### src/rtl/instr_fetch_queue_if.sv
// Decode-side handshake of the instruction fetch queue: head byte, its PC and valid/ready.
interface instr_fetch_queue_if #(
  parameter int AW = 16
);
  logic          out_valid;
  logic          out_ready;
  logic [7:0]    out_byte;
  logic [AW-1:0] out_pc;

  modport master (
    output out_valid,
    output out_byte,
    output out_pc,
    input  out_ready
  );

  modport slave (
    input  out_valid,
    input  out_byte,
    input  out_pc,
    output out_ready
  );
endinterface

### src/rtl/instr_fetch_queue.sv
// Fetch stage: issues byte reads at pc_in, queues returned bytes tagged with their PC for decode.
// Optional macro FETCH_QUEUE_STATS_EN adds flush_drop_cnt / fetch_cnt statistics outputs.
module instr_fetch_queue #(
  parameter int DEPTH = 4,
  parameter int AW    = 16
) (
  input  logic                     clk,
  input  logic                     rst_n,
  input  logic [AW-1:0]            pc_in,
  input  logic                     redirect,
  output logic                     imem_en,
  output logic [AW-1:0]            imem_addr,
  input  logic [7:0]               imem_data,
  output logic                     pc_stall,
  instr_fetch_queue_if.master      dec,
  output logic [$clog2(DEPTH):0]   q_count
`ifdef FETCH_QUEUE_STATS_EN
  ,
  output logic [15:0]              flush_drop_cnt,
  output logic [15:0]              fetch_cnt
`endif
);

  localparam int PW = $clog2(DEPTH);
  localparam int CW = PW + 1;

  logic [CW-1:0] count_q, count_d;
  logic [PW-1:0] wr_ptr_q, wr_ptr_d;
  logic [PW-1:0] rd_ptr_q, rd_ptr_d;
  logic          inflight_q, inflight_d;
  logic [AW-1:0] tag_q, tag_d;
  logic [7:0]    byte_mem_q [DEPTH];
  logic [7:0]    byte_mem_d [DEPTH];
  logic [AW-1:0] pc_mem_q   [DEPTH];
  logic [AW-1:0] pc_mem_d   [DEPTH];

  logic [CW-1:0] pending;
  logic          push;
  logic          pop;

  // Outstanding reads are reserved against capacity; a same-cycle pop earns no credit.
  always_comb begin
    pending       = count_q + CW'(inflight_q);
    pc_stall      = pending >= CW'(DEPTH);
    imem_en       = !pc_stall && !redirect;
    imem_addr     = pc_in;
    dec.out_valid = (count_q != '0) && !redirect;
    dec.out_byte  = byte_mem_q[rd_ptr_q];
    dec.out_pc    = pc_mem_q[rd_ptr_q];
    push          = inflight_q && !redirect;
    pop           = dec.out_valid && dec.out_ready;
    q_count       = count_q;
  end

  always_comb begin
    count_d    = count_q;
    wr_ptr_d   = wr_ptr_q;
    rd_ptr_d   = rd_ptr_q;
    inflight_d = imem_en;
    tag_d      = imem_en ? pc_in : tag_q;
    byte_mem_d = byte_mem_q;
    pc_mem_d   = pc_mem_q;
    if (redirect) begin
      count_d    = '0;
      wr_ptr_d   = '0;
      rd_ptr_d   = '0;
      inflight_d = 1'b0;
    end else begin
      if (push) begin
        byte_mem_d[wr_ptr_q] = imem_data;
        pc_mem_d[wr_ptr_q]   = tag_q;
        wr_ptr_d             = wr_ptr_q + PW'(1);
      end
      if (pop) begin
        rd_ptr_d = rd_ptr_q + PW'(1);
      end
      case ({push, pop})
        2'b10:   count_d = count_q + CW'(1);
        2'b01:   count_d = count_q - CW'(1);
        default: count_d = count_q;
      endcase
    end
  end

  always_ff @(posedge clk or negedge rst_n) begin
    if (!rst_n) begin
      count_q    <= '0;
      wr_ptr_q   <= '0;
      rd_ptr_q   <= '0;
      inflight_q <= 1'b0;
      tag_q      <= '0;
      for (int unsigned i = 0; i < DEPTH; i++) begin
        byte_mem_q[i] <= '0;
        pc_mem_q[i]   <= '0;
      end
    end else begin
      count_q    <= count_d;
      wr_ptr_q   <= wr_ptr_d;
      rd_ptr_q   <= rd_ptr_d;
      inflight_q <= inflight_d;
      tag_q      <= tag_d;
      byte_mem_q <= byte_mem_d;
      pc_mem_q   <= pc_mem_d;
    end
  end

  // The stall rule must keep every returning byte in bounds.
  a_no_overflow: assert property (@(posedge clk) disable iff (!rst_n)
    !(push && !pop && (count_q == CW'(DEPTH))))
    else $error("instr_fetch_queue: push into full queue");

`ifdef FETCH_QUEUE_STATS_EN
  logic [15:0] flush_drop_q, flush_drop_d;
  logic [15:0] fetch_cnt_q, fetch_cnt_d;
  logic [16:0] drop_sum;

  // Discarded bytes per redirect = queued entries plus the read still in flight.
  always_comb begin
    drop_sum     = 17'(flush_drop_q) + 17'(pending);
    flush_drop_d = flush_drop_q;
    if (redirect) begin
      flush_drop_d = drop_sum[16] ? 16'hFFFF : drop_sum[15:0];
    end
    fetch_cnt_d = fetch_cnt_q + 16'(imem_en);
  end

  always_ff @(posedge clk or negedge rst_n) begin
    if (!rst_n) begin
      flush_drop_q <= '0;
      fetch_cnt_q  <= '0;
    end else begin
      flush_drop_q <= flush_drop_d;
      fetch_cnt_q  <= fetch_cnt_d;
    end
  end

  assign flush_drop_cnt = flush_drop_q;
  assign fetch_cnt      = fetch_cnt_q;
`endif

endmodule

### src/flat_wrapper.sv
// flat-port wrapper written by rule: the top's interface ports become plain ports
module instr_fetch_queue_flat 
#(
  parameter int DEPTH = 4,
  parameter int AW    = 16
)
  (clk, rst_n, pc_in, redirect, imem_en, imem_addr, imem_data, pc_stall, q_count, dec_out_valid, dec_out_byte, dec_out_pc, dec_out_ready);
  instr_fetch_queue_if #(.AW(AW)) dec_i ();
  input  logic clk;
  input  logic rst_n;
  input  logic [AW-1:0] pc_in;
  input  logic redirect;
  output logic imem_en;
  output logic [AW-1:0] imem_addr;
  input  logic [7:0] imem_data;
  output logic pc_stall;
  output logic [$clog2(DEPTH):0] q_count;
  output wire logic [$bits(dec_i.out_valid)-1:0] dec_out_valid;
  output wire logic [$bits(dec_i.out_byte)-1:0] dec_out_byte;
  output wire logic [$bits(dec_i.out_pc)-1:0] dec_out_pc;
  input wire logic [$bits(dec_i.out_ready)-1:0] dec_out_ready;
  assign dec_out_valid = dec_i.out_valid;
  assign dec_out_byte = dec_i.out_byte;
  assign dec_out_pc = dec_i.out_pc;
  assign dec_i.out_ready = dec_out_ready;
  instr_fetch_queue #(.DEPTH(DEPTH), .AW(AW)) u_core (.clk(clk), .rst_n(rst_n), .pc_in(pc_in), .redirect(redirect), .imem_en(imem_en), .imem_addr(imem_addr), .imem_data(imem_data), .pc_stall(pc_stall), .dec(dec_i), .q_count(q_count));
endmodule
### config.mk
export PLATFORM = sky130hd
export DESIGN_NAME = instr_fetch_queue_flat
export DESIGN_NICKNAME = d
export VERILOG_FILES = /design/src/rtl/instr_fetch_queue_if.sv /design/src/rtl/instr_fetch_queue.sv /design/src/flat_wrapper.sv
export SDC_FILE = /design/constraint.sdc
export NUM_CORES = 1
export LEC_CHECK = 0
export CAP_MARGIN = 25
export CORE_MARGIN = 2
export CORE_UTILIZATION = 50
export DETAILED_ROUTE_END_ITERATION = 7
export GPL_TIMING_DRIVEN = 0
export PLACE_DENSITY_LB_ADDON = 0.3
export SLEW_MARGIN = 20
export SYNTH_ARGS = -nofsm -noshare
export SYNTH_HDL_FRONTEND = slang
export SYNTH_SLANG_ARGS = --single-unit
export TNS_END_PERCENT = 1
### constraint.sdc
create_clock -name clk -period 2.4 [get_ports clk]
set_clock_uncertainty 0.2 [all_clocks]
set_input_delay 0.48 -clock clk [delete_from_list [all_inputs] [get_ports clk]]
set_output_delay 0.48 -clock clk [all_outputs]
set_load 0.005 [all_outputs]
Word-level counts from Yosys, hierarchy flattened
Index checks and enable logic that the tools add are counted.

Register bits: 120. Bits of input ports: 28. Logic and storage cells: 58.

Add/subtract/negate cells: 5. $lt $le $gt $ge: 4. Eq/ne operators: 2. Muxes and demuxes: 19. Bitwise logic cells: 3. Reduce and logical (&&, ||, !) cells: 12.

Operator list (count): $bwmux W64 (1); $mux W16 (3); $bmux W16 S2 (1); $bwmux W32 (1); $demux W16 S2 (1); $mux W8 (3); $bmux W8 S2 (1); $demux W8 S2 (1); $ge A3 B3 Y1 const B (3); $mux W2 (4); $not A2 Y3 (2); $pmux W3 S2 (1); $reduce_bool A3 Y1 (2); $logic_and A1 B1 Y1 (5); $add A2 B1 Y2 const B (2); $reduce_bool A2 Y1 (2); $add A3 B1 Y3 (1); $add A3 B1 Y3 const B (1); $lt A3 B1 Y1 const B (1); $mux W3 (1); $sub A3 B1 Y3 const B (1); $eq A2 B1 Y1 const B (1); $eq A2 B2 Y1 const B (1); $logic_not A1 Y1 (2); other kinds (3) (3).

Logic depth before layout (Yosys ltp)
Gate-level depths: netlist of run 1.

Depth in word-level cells: 6. Gate-level depth with buffers: 7. Mapped depth without buffers: 6.

Worst setup path before layout of run 1
No wires, ideal clock.

Path kind: reg2reg. Start point: register u_core.count_q[0], in the netlist u_core.q_count[0]. End point: register u_core.count_q[1], in the netlist u_core.q_count[1]. Setup time: 0.082 ns. Data arrival time: 2.106 ns. Data required time: 2.118 ns. Slack: 0.012 ns. Cell stages (with the launch flop): 6. Path buffers: 0. Period minus slack after synthesis: 2.388 ns. Cells stage by stage: dfrtp_1 o31ai_1 nor3_1 fa_1 or3b_2 a31oi_1.

Longest elaborated chain between the ends: 6. Elaborated cells between the ends (all ways): 10. Those cells by class: add/sub: 2; eq/ne: 2; mux: 2; reduce/logical: 4.

RTL lines: start, declared (RTL line instr_fetch_queue.sv:27) `logic [CW-1:0] count_q, count_d;`; start signal, assigned (RTL line instr_fetch_queue.sv:97) `count_q <= count_d;`; $reduce_bool A3 Y1 (RTL line instr_fetch_queue.sv:47) `dec.out_valid = (count_q != '0) && !redirect;`; $logic_and A1 B1 Y1 (RTL line instr_fetch_queue.sv:47); $logic_and A1 B1 Y1 (RTL line instr_fetch_queue.sv:51) `pop = dec.out_valid && dec.out_ready;`; $eq A2 B1 Y1 / $eq A2 B2 Y1 (equally long branches) (RTL line instr_fetch_queue.sv:77) `case ({push, pop})`; $pmux W3 S2 (RTL line instr_fetch_queue.sv:77); $mux W3 (RTL line instr_fetch_queue.sv:63) `if (redirect) begin`.

Several ways; a longest one is shown, not always the timed one. A chain may end at the register's enable or synchronous reset.

Worst setup path after layout of run 1
Start point: register u_core.rd_ptr_q[0]. End point: output port dec_out_pc[14].

Longest elaborated chain between the ends: 4.

RTL lines: start, declared (RTL line instr_fetch_queue.sv:29) `logic [PW-1:0] rd_ptr_q, rd_ptr_d;`; start signal, assigned (RTL line instr_fetch_queue.sv:99) `rd_ptr_q <= rd_ptr_d;`; $not A2 Y3 (not written as such) (RTL line instr_fetch_queue.sv:49) `dec.out_pc = pc_mem_q[rd_ptr_q];`; $bmux W16 S2 (RTL line instr_fetch_queue.sv:49); $mux W16 (not written as such) (2 in a row) (RTL line instr_fetch_queue.sv:49); end, declared (RTL line flat_wrapper.sv:20) `output wire logic [$bits(dec_i.out_pc)-1:0] dec_out_pc;`.

Every way passes these cells. The select of a mux whose other input is x is not followed.

==> metrics, run 1 <==
result of the run finished, violations left; violations in the final reports setup timing; drt wl/cell ~19 microns; Total Routed Length 11.4 mm; transition time at the pin with the least slew margin around 0.47 ns; minimum period implied by the final worst setup slack 2.58 ns; Highest Clock Rate 388 MHz; number of primary I/O pins 74; sum of negative setup slack -2.12 ns; DRC violation count after routing 0; Tot GR Track Use 0.207; mean number of vias per cell 5.43; final worst slack -0.179 ns; Clock Sink Count 120; post-synthesis instance area approximately 0.0054 sq mm; total CTS buffers 17; fraction of layout cells with a size suffix above 1 0.552; routability cong. between 0.7 and 0.8; Clock Tree Root sky130_fd_sc_hd__clkbuf_8; smallest hold slack 0.269 ns; Syn Nets 374; most used cells in the layout excluding fill and tap cells sky130_fd_sc_hd__dfrtp_1, sky130_fd_sc_hd__mux2_2, sky130_fd_sc_hd__clkdlybuf4s50_1; path class of the lowest-slack min-delay path in2async; area of placed instances 0.00637 sq mm; maximum clock path buffer count 2; library cells used by synthesis 33; number of global-route vias before repair 3482; largest net degree at the start of global routing 74; Setup WS pre-CTS -0.784 ns; number of max-cap violations 0; highest fanout seen on the critical path 6; Critical-path top delay cell sky130_fd_sc_hd__mux4_2; fill cell count approximately 800; Final Max Slew Viols 0; clock transition at the registers of the reported paths 0.06 ns; post-layout instance count excluding filler cells 602; Row Count 38; maximum single-stage delay on the critical path 0.51 ns; post-synthesis sequential element count 120; Post-Layout Inst Area 0.00709 sq mm; Rel. slew slack 0.688; startpoint of the most critical setup path u_core.rd_ptr_q[0]$_DFFE_PN0P_; final net count 482; first-pass GRT wire length approximately 18 mm; first-iteration detailed-routing DRC count between 60 and 70; layout overhead on the synthesized area 30.4%; core footprint 0.0107 sq mm; Pre-Repair DR Iteration Count 4; total grt overflow 0; initial standard-cell utilization of the core 0.506; capturing element type of the critical path output pin; post-detail-place hpwl between 7 and 8 mm; most common cell after layout, fill and taps aside sky130_fd_sc_hd__dfrtp_1; area of the die between 0.01 and 0.015 sq mm; antenna violations before repair 0; CP Data Arrival Time ~1.9 ns; final setup violating endpoints 24; Cell Pwr Density 1250 mW/mm^2; Clk Latency, worst-skew pair 0.51 ns; vertical extent of the die 108 microns; share of the clock period used by the worst path 1.07; synthesized area per cell between 15 and 20 sq um; portion of synthesized cell area occupied by the leading cell type 0.552; DP Cell Count 555; clock tree from TritonCTS yes; Worst VDD drop about 700 uV; unrepaired setup endpoints after global routing true; register area 0.00301 sq mm; number of warnings issued by yosys 0; CP startpoint kind flop; sequential element share of the synthesized area 0.552; Finished Core Util 0.660; cell types with the largest area share after synthesis sky130_fd_sc_hd__dfrtp_1, sky130_fd_sc_hd__mux2_2, sky130_fd_sc_hd__mux4_2; worst-path cell chain buf_8 -> buf_12 -> buf_4 -> mux4_2 -> buf_2; Antenna Cells 0; power consumption 8.86 mW; endpoints failing hold 0; overall die width 108 microns; H-Tree Depth 4; number of port buffers between 70 and 80; synthesized instance count 341; number of nets with antenna violations after routing 0; Required @ worst endpoint 1.72 ns; vias after detailed routing 3269; Leak roughly 3.2 nW; largest area contributor in the netlist sky130_fd_sc_hd__dfrtp_1; multi-input gate area in the final layout around 0.0022 sq mm; worst reg2reg path startpoint u_core.q_count[0]$_DFFE_PN0P_; classification of the worst setup path reg2out
-- power breakdown --
group	internal [mW]	switching [mW]
combinational	1.95	1.09
sequential	2.90	0.499
clock	1.52	0.899
total	6.37	2.49
-- metal layers --
layer,track usage,routed length [microns],vias up
met5,0,0,-
met3,0.0567,546,8
met1,0.270,5000,1723
met2,0.343,5740,85
li1,-,-,1453
met4,0.0595,95,0
-- path summary, 6_finish.rpt --
check	end	depth (start not counted)	slack, ns
worst max-delay path	dec_out_pc[14]	5	-0.18
worst min-delay path	u_core.byte_mem_q[27]$_DFFE_PN0P_	2	0.27
worst max register to register	u_core.q_count[1]$_DFFE_PN0P_	6	0.01
worst min register to register	u_core.pc_mem_q[27]$_DFFE_PN0P_	1	0.30
max in group asynchronous	u_core.pc_mem_q[38]$_DFFE_PN0P_	3	1.02
min in group clk	u_core.q_count[1]$_DFFE_PN0P_	3	0.29
-- synth_stat cells (all sizes together) --
cell / count
o311a: 1
inv: 3
fa: 1
a31oi: 2
clkbuf: 1
o311ai: 1
nor2: 11
a21o: 1
a32oi: 1
and3: 1
ha: 4
xnor2: 4
nor3: 2
mux2i: 2
o31ai: 1
dfrtp: 120
or3b: 1
and2b: 1
nor2b: 1
buf: 34
o21ai: 3
xor2: 2
and3b: 1
nand3: 1
mux4: 24
nand2: 5
mux2: 112
-- state kept, by name, summed over array words and instances, names as in the netlist --
name and flops:
u_core.byte_mem_q 32, u_core.inflight_q 1, u_core.tag_q 16, u_core.pc_mem_q 64, u_core.wr_ptr_q 2, u_core.q_count 3
u_core.rd_ptr_q 2
-- logic make-up after synthesis --
| kind of cell | Yosys count | synth area share |
|---|---|---|
| adder cells (fa/ha/maj) | 5 | 0.0129 |
| AO/OA/AOI/OAI | 10 | 0.0129 |
| flip-flops | 120 | 0.552 |
| multiplexers | 138 | 0.344 |
| XOR/XNOR | 6 | 0.00966 |
| buffers and inverters | 38 | 0.0439 |
| AND/OR/NAND/NOR | 24 | 0.0249 |
-- timing repair --
action	4_1_cts	5_1_grt
hold buffers	1	0
pin swaps	1	1
resized for setup	103	19
setup endpoints to repair	29	27
cloned	1	0
buffers inserted	13	0
endpoints found under the hold margin	47	0
-- area by class of cell --
class                           count  share of cell area
Buffer                             35              0.0423
Multi-Input combinational cell    183               0.314
Timing Repair Buffer               89               0.113
Sequential cell                   120               0.424
Inverter                            3             0.00159
Clock inverter                     13              0.0182
Tap cell                          140              0.0247
Clock buffer                       19              0.0623
-- worst max-delay path, delay by kind of cell, from the launching register on --
kind	cells	cell delay (ns)
multiplexers	1	0.51
buffers and inverters	4	0.53
flip-flops	1	0.35
(Power assumes the default switching activity.)
==> inputs of run 2 (changes only) <==
SETUP_SLACK_MARGIN = 0.5   (was unset)
clock period = 2.9 ns   (was 2.4 ns; I/O delays follow)
==> run 2 against run 1 <==
Compared with the run above: the flow now finishes without violations; flip-flop and latch count is the same; die area is the same; routed wire length shrank 1.5%; setup slack gained 0.39 ns; sequential power shrank 17%; cell count is the same; clock-buffer cell count is the same; critical endpoint is now dec_out_pc[2]; largest cell class unchanged.
==> metrics, run 2 (synthesis results as in run 1) <==
result of the run finished, final reports clean; first-iteration detailed-routing DRC count 60 (-13%); initial standard-cell utilization of the core 0.506 (unchanged); Largest register FFs 64 (unchanged); layout overhead on the synthesized area 31.0%; overall die width 108 microns (unchanged); unrepaired setup endpoints after global routing true; sum of negative setup slack 0 ns (+2.12 ns); clock transition at the registers of the reported paths 0.06 ns (about the same); area of the die 0.0117 sq mm (unchanged); Clk pwr share 0.273 (about the same); most common cell after layout, fill and taps aside sky130_fd_sc_hd__dfrtp_1; largest registers u_core.pc_mem_q x64, u_core.byte_mem_q x32, u_core.tag_q x16; CP startpoint kind flop; transition time at the pin with the least slew margin 0.480 ns (+0.0116 ns); total grt overflow 0 (unchanged); core footprint 0.0107 sq mm (unchanged); final net count 482 (unchanged); classification of the worst setup path reg2out; number of global-route vias before repair 3469 (-0.37%); internal power 5.32 mW (-16%); Clock Tree Root sky130_fd_sc_hd__clkbuf_8; Tot GR Track Use 0.206 (-0.000654); Post-Layout Inst Area 0.00712 sq mm (+0.44%); share of the clock period used by the worst path 0.927; fraction of layout cells with a size suffix above 1 0.517 (-0.0346); number of nets with antenna violations after routing 0 (unchanged); capturing element type of the critical path output pin; endpoints failing hold 0 (unchanged); Pre-Repair DR Iteration Count 4 (unchanged); combinational power share 0.345 (+0.002); Cell Pwr Density 1030 mW/mm^2 (-17%); number of port buffers 73 (unchanged); Total Routed Length 11.2 mm (-1.5%); routability cong. 0.747 (unchanged); Worst VDD drop 566 uV (-17%); minimum period implied by the final worst setup slack 2.69 ns; Rel. slew slack 0.677 (-0.0105); mean number of vias per cell 5.42 (-0.21%); switching power total 2.03 mW (-19%); highest fanout seen on the critical path 6 (unchanged); DRC violation count after routing 0 (unchanged); Clock Sink Count 120 (unchanged); Antenna Cells 0 (unchanged); clock tree from TritonCTS yes; Highest Clock Rate 372 MHz; smallest hold slack 0.300 ns (+0.0311 ns); proportion of power drawn by flip-flops and latches 0.382 (-0.002); Required @ worst endpoint 2.12 ns (+0.40 ns); drt wl/cell 18.6 microns (-1.5%); register name with the most flops u_core.pc_mem_q; Net Sw Frac 0.276 (-0.00523); path class of the lowest-slack min-delay path reg2reg; area of placed instances 0.00637 sq mm (unchanged); post-detail-place hpwl 7.13 mm (unchanged); vertical extent of the die 108 microns (unchanged); Clk Latency, worst-skew pair 0.51 ns (about the same); antenna violations before repair 0 (unchanged); H-Tree Depth 4 (unchanged); CP Data Arrival Time 1.91 ns (about the same); power consumption 7.35 mW (-17%); most used cells in the layout excluding fill and tap cells sky130_fd_sc_hd__dfrtp_1, sky130_fd_sc_hd__mux2_2, sky130_fd_sc_hd__clkdlybuf4s50_1; largest net degree at the start of global routing 74 (unchanged); Finished Core Util 0.663 (+0.00291); final setup violating endpoints 0 (-100%); Leak 3.20 nW (-0.52%); number of max-cap violations 0 (unchanged); number of primary I/O pins 74 (unchanged); first-pass GRT wire length 18.0 mm (-0.31%); vias after detailed routing 3262 (-0.21%); maximum clock path buffer count 2 (unchanged); total CTS buffers 17 (unchanged); Row Count 38 (unchanged); Final Max Slew Viols 0 (unchanged)
[run 2: power by group through the flow]
| stage | combinational (mW) | clock (mW) | sequential (mW) |
|---|---|---|---|
| after floorplan | 1.55 | 0 | 2.69 |
| after global placement | 2.38 | 0 | 2.79 |
| after detailed placement | 2.46 | 0 | 2.84 |
| after CTS | 2.57 | 2.04 | 2.80 |
| after global routing | 2.74 | 2.11 | 2.89 |
| final | 2.54 | 2.00 | 2.81 |
[run 2: layer usage]
metal,vias up,share of wire,GRT usage,wire [microns]
met5,-,0,0,0
met4,0,0.0087,0.0595,97
met3,8,0.039,0.0567,432
met2,82,0.50,0.341,5610
met1,1718,0.45,0.270,5060
li1,1454,-,-,-
[run 2: final cells by class]
type                    count  area (sq um)
multi-input cells         183          2200
repair buffers             89           858
fillers                   783          3620
flip-flops and latches    120          3010
plain buffers              35           300
clock inverters            13           129
clock buffers              19           442
well taps                 140           175
inverters                   3          11.3
[run 2: metrics by stage]
stage                     worst slack [ns]  std cells
after floorplan                      0.512        341
after global routing                 0.143        602
after detailed placement            -0.484        555
after CTS                            0.205        602
after global placement               -3.34        554
final                                0.210        602
[run 2: worst max-delay path, cell delays in order, from the launching register on]
cell and delay (ns):
sky130_fd_sc_hd__dfrtp_1 0.35, sky130_fd_sc_hd__buf_8 0.14, sky130_fd_sc_hd__buf_12 0.13, sky130_fd_sc_hd__buf_6 0.10, sky130_fd_sc_hd__mux4_2 0.52, sky130_fd_sc_hd__buf_2 0.15
[run 2: timing repair]
item | 4_1_cts | 5_1_grt
hold endpoints to repair | 47 | 0
setup buffers | 13 | 0
hold buffers | 1 | 0
endpoints found under the setup margin | 47 | 47
cloned | 1 | 0
gates resized for setup | 96 | 0
pin swaps | 0 | 0
[run 2: final timing paths]
path	startpoint	endpoint	slack, ns	depth (start not counted)
max reg2reg	u_core.q_count[0]$_DFFE_PN0P_	u_core.q_count[1]$_DFFE_PN0P_	0.32	6
min reg2reg	u_core.pc_mem_q[27]$_DFFE_PN0P_	u_core.pc_mem_q[27]$_DFFE_PN0P_	0.30	1
max in group asynchronous	rst_n	u_core.pc_mem_q[28]$_DFFE_PN0P_	1.40	3
min in group asynchronous	rst_n	u_core.byte_mem_q[27]$_DFFE_PN0P_	0.37	2
min	u_core.pc_mem_q[27]$_DFFE_PN0P_	u_core.pc_mem_q[27]$_DFFE_PN0P_	0.30	1
max	u_core.rd_ptr_q[0]$_DFFE_PN0P_	dec_out_pc[2]	0.21	5
==> inputs of run 3 (changes only) <==
SLEW_MARGIN = unset   (was 20)
==> run 3 against run 2 <==
Compared with the run above: total power decreased by 0.12%; maximum frequency decreased by 0.18%; cell area decreased by 0.42%; worst hold slack got worse by 0.025 ns; sequential power about the same; routed wire length increased by 2.7%; core utilization decreased by 0.28 points; first-iteration DRC count increased by 110%.
==> metrics, run 3 (synthesis results as in run 1) <==
Highest Clock Rate 371 MHz (-0.18%); Clk Latency, worst-skew pair 0.53 ns (+0.02 ns); largest net degree at the start of global routing 100 (+35%); most used cells in the layout excluding fill and tap cells sky130_fd_sc_hd__dfrtp_1, sky130_fd_sc_hd__mux2_2, sky130_fd_sc_hd__clkdlybuf4s50_1; post-detail-place hpwl 7.06 mm (-1.0%); Post-Layout Inst Area 0.00709 sq mm (-0.42%); cell family contributing the most delay on the critical path buffers and inverters; Largest register FFs 64 (unchanged); combinational power share 0.344 (about the same); Worst VDD drop 531 uV (-6.2%); vias after detailed routing 3280 (+0.55%); DRC violation count after routing 0 (unchanged); mean number of vias per cell 5.44 (+0.39%); core footprint 0.0107 sq mm (unchanged); total CTS buffers 17 (unchanged); classification of the worst setup path reg2out; result of the run finished, final reports clean; Final Max Slew Viols 0 (unchanged); endpoints failing hold 0 (unchanged); final worst slack 0.206 ns (-0.00483 ns); final setup violating endpoints 0 (unchanged); path class of the lowest-slack min-delay path in2async; Cell Pwr Density 1030 mW/mm^2 (+0.31%); final net count 483 (+0.21%); Net Sw Frac 0.275 (-0.000991); minimum period implied by the final worst setup slack 2.69 ns (+0.00483 ns); switching power total 2.02 mW (-0.48%); routability cong. 0.747 (unchanged); Tot GR Track Use 0.217 (+0.0108); smallest hold slack 0.275 ns (-0.0254 ns); antenna violations before repair 0 (unchanged); maximum single-stage delay on the critical path 0.52 ns (about the same); first-pass GRT wire length 18.4 mm (+2.6%); internal power 5.32 mW (about the same); most common cell after layout, fill and taps aside sky130_fd_sc_hd__dfrtp_1; clock transition at the registers of the reported paths 0.06 ns (about the same); number of nets with antenna violations after routing 0 (unchanged); total grt overflow 0 (unchanged); maximum clock path buffer count 2 (unchanged); number of global-route vias before repair 3531 (+1.8%); initial standard-cell utilization of the core 0.506 (unchanged); area of the die 0.0117 sq mm (unchanged); worst-path cell chain buf_8 -> buf_12 -> buf_6 -> mux4_2 -> buf_2; Pre-Repair DR Iteration Count 4 (unchanged); fraction of layout cells with a size suffix above 1 0.529 (+0.0118); vertical extent of the die 108 microns (unchanged); CP startpoint kind flop; Required @ worst endpoint 2.12 ns (about the same); clock tree from TritonCTS yes; Clock Sink Count 120 (unchanged); drt wl/cell 19.1 microns (+2.5%); flop-to-flop setup slack 0.32 ns (about the same); unrepaired setup endpoints after global routing true; capturing element type of the critical path output pin; power consumption 7.34 mW (-0.12%); H-Tree Depth 4 (unchanged); transition time at the pin with the least slew margin 0.498 ns (+0.0182 ns); Rel. slew slack 0.665 (-0.0122); highest fanout seen on the critical path 6 (unchanged); area of placed instances 0.00637 sq mm (unchanged); overall die width 108 microns (unchanged); register name with the most flops u_core.pc_mem_q; proportion of power drawn by flip-flops and latches 0.383 (about the same); Antenna Cells 0 (unchanged); Critical-path top delay cell sky130_fd_sc_hd__mux4_2; first-iteration detailed-routing DRC count 125 (+110%); post-layout instance count excluding filler cells 603 (+0.17%); number of port buffers 73 (unchanged); share of the clock period used by the worst path 0.929 (+0.00167); Clk pwr share 0.273 (about the same); Row Count 38 (unchanged); largest registers u_core.pc_mem_q x64, u_core.byte_mem_q x32, u_core.tag_q x16; layout overhead on the synthesized area 30.5%; number of buffer and inverter instances along the worst setup path 4 (unchanged); number of primary I/O pins 74 (unchanged); Leak 3.21 nW (+0.33%); Total Routed Length 11.5 mm (+2.7%); CP Data Arrival Time 1.91 ns (about the same); number of max-cap violations 0 (unchanged); Setup WS pre-CTS -0.482 ns (+0.00201 ns); Clock Tree Root sky130_fd_sc_hd__clkbuf_8; DP Cell Count 555 (unchanged)
run 3: cell count changes in the layout (fill, tap and decap cells not counted), moves of 3 or more:
| cell | change |
|---|---|
| sky130_fd_sc_hd__clkinvlp_4 | -3 |
| sky130_fd_sc_hd__clkdlybuf4s15_1 | -8 |
| sky130_fd_sc_hd__clkbuf_1 | +3 |
| sky130_fd_sc_hd__buf_2 | +8 |
run 3: power groups by stage:
stage | Combinational, mW | Sequential (mW) | Clock, mW
after floorplan | 1.55 | 2.69 | 0
after global placement | 2.38 | 2.79 | 0
after detailed placement | 2.46 | 2.84 | 0
after CTS | 2.56 | 2.80 | 2.03
after global routing | 2.73 | 2.91 | 2.10
final | 2.52 | 2.81 | 2.00
run 3: metrics by stage:
step	setup TNS, ns	utilization
6_report	0	0.660
5_1_grt	0	0.660
4_1_cts	0	0.660
3_5_place_dp	-0.482	0.593
3_3_place_gp	-400.34	0.590
2_1_floorplan	0	-
run 3: worst paths after layout:
kind,from,endpoint,depth (start not counted)
max,u_core.rd_ptr_q[0]$_DFFE_PN0P_,dec_out_pc[2],5
min,rst_n,u_core.byte_mem_q[3]$_DFFE_PN0P_,2
max reg2reg,u_core.q_count[0]$_DFFE_PN0P_,u_core.q_count[1]$_DFFE_PN0P_,6
min reg2reg,u_core.byte_mem_q[14]$_DFFE_PN0P_,u_core.byte_mem_q[14]$_DFFE_PN0P_,1
max in group asynchronous,rst_n,u_core.tag_q[13]$_DFFE_PN0P_,3
min in group clk,u_core.byte_mem_q[14]$_DFFE_PN0P_,u_core.byte_mem_q[14]$_DFFE_PN0P_,1
run 3: routing by layer:
| metal | wire length [microns] | part of all wire | GRT usage | up-vias |
|---|---|---|---|---|
| li1 | - | - | - | 1455 |
| met1 | 5120 | 0.45 | 0.289 | 1729 |
| met2 | 5580 | 0.48 | 0.341 | 81 |
| met3 | 595 | 0.052 | 0.0536 | 15 |
| met4 | 211 | 0.018 | 0.0971 | 0 |
| met5 | 0 | 0 | 0 | - |
run 3: final cells by class:
class	instances	area (sq um)
Multi-Input combinational cell	183	2200
Sequential cell	120	3010
Clock buffer	23	467
Buffer	35	297
Fill cell	789	3650
Timing Repair Buffer	90	838
Clock inverter	9	97.6
Inverter	3	11.3
Tap cell	140	175
run 3: what timing repair did:
action                                 in CTS  in global routing
gates resized for setup                   111                  0
gates cloned                                1                  0
hold buffers                                1                  0
buffers inserted                           14                  0
endpoints found under the hold margin      21                  0
setup endpoints to repair                  47                 47
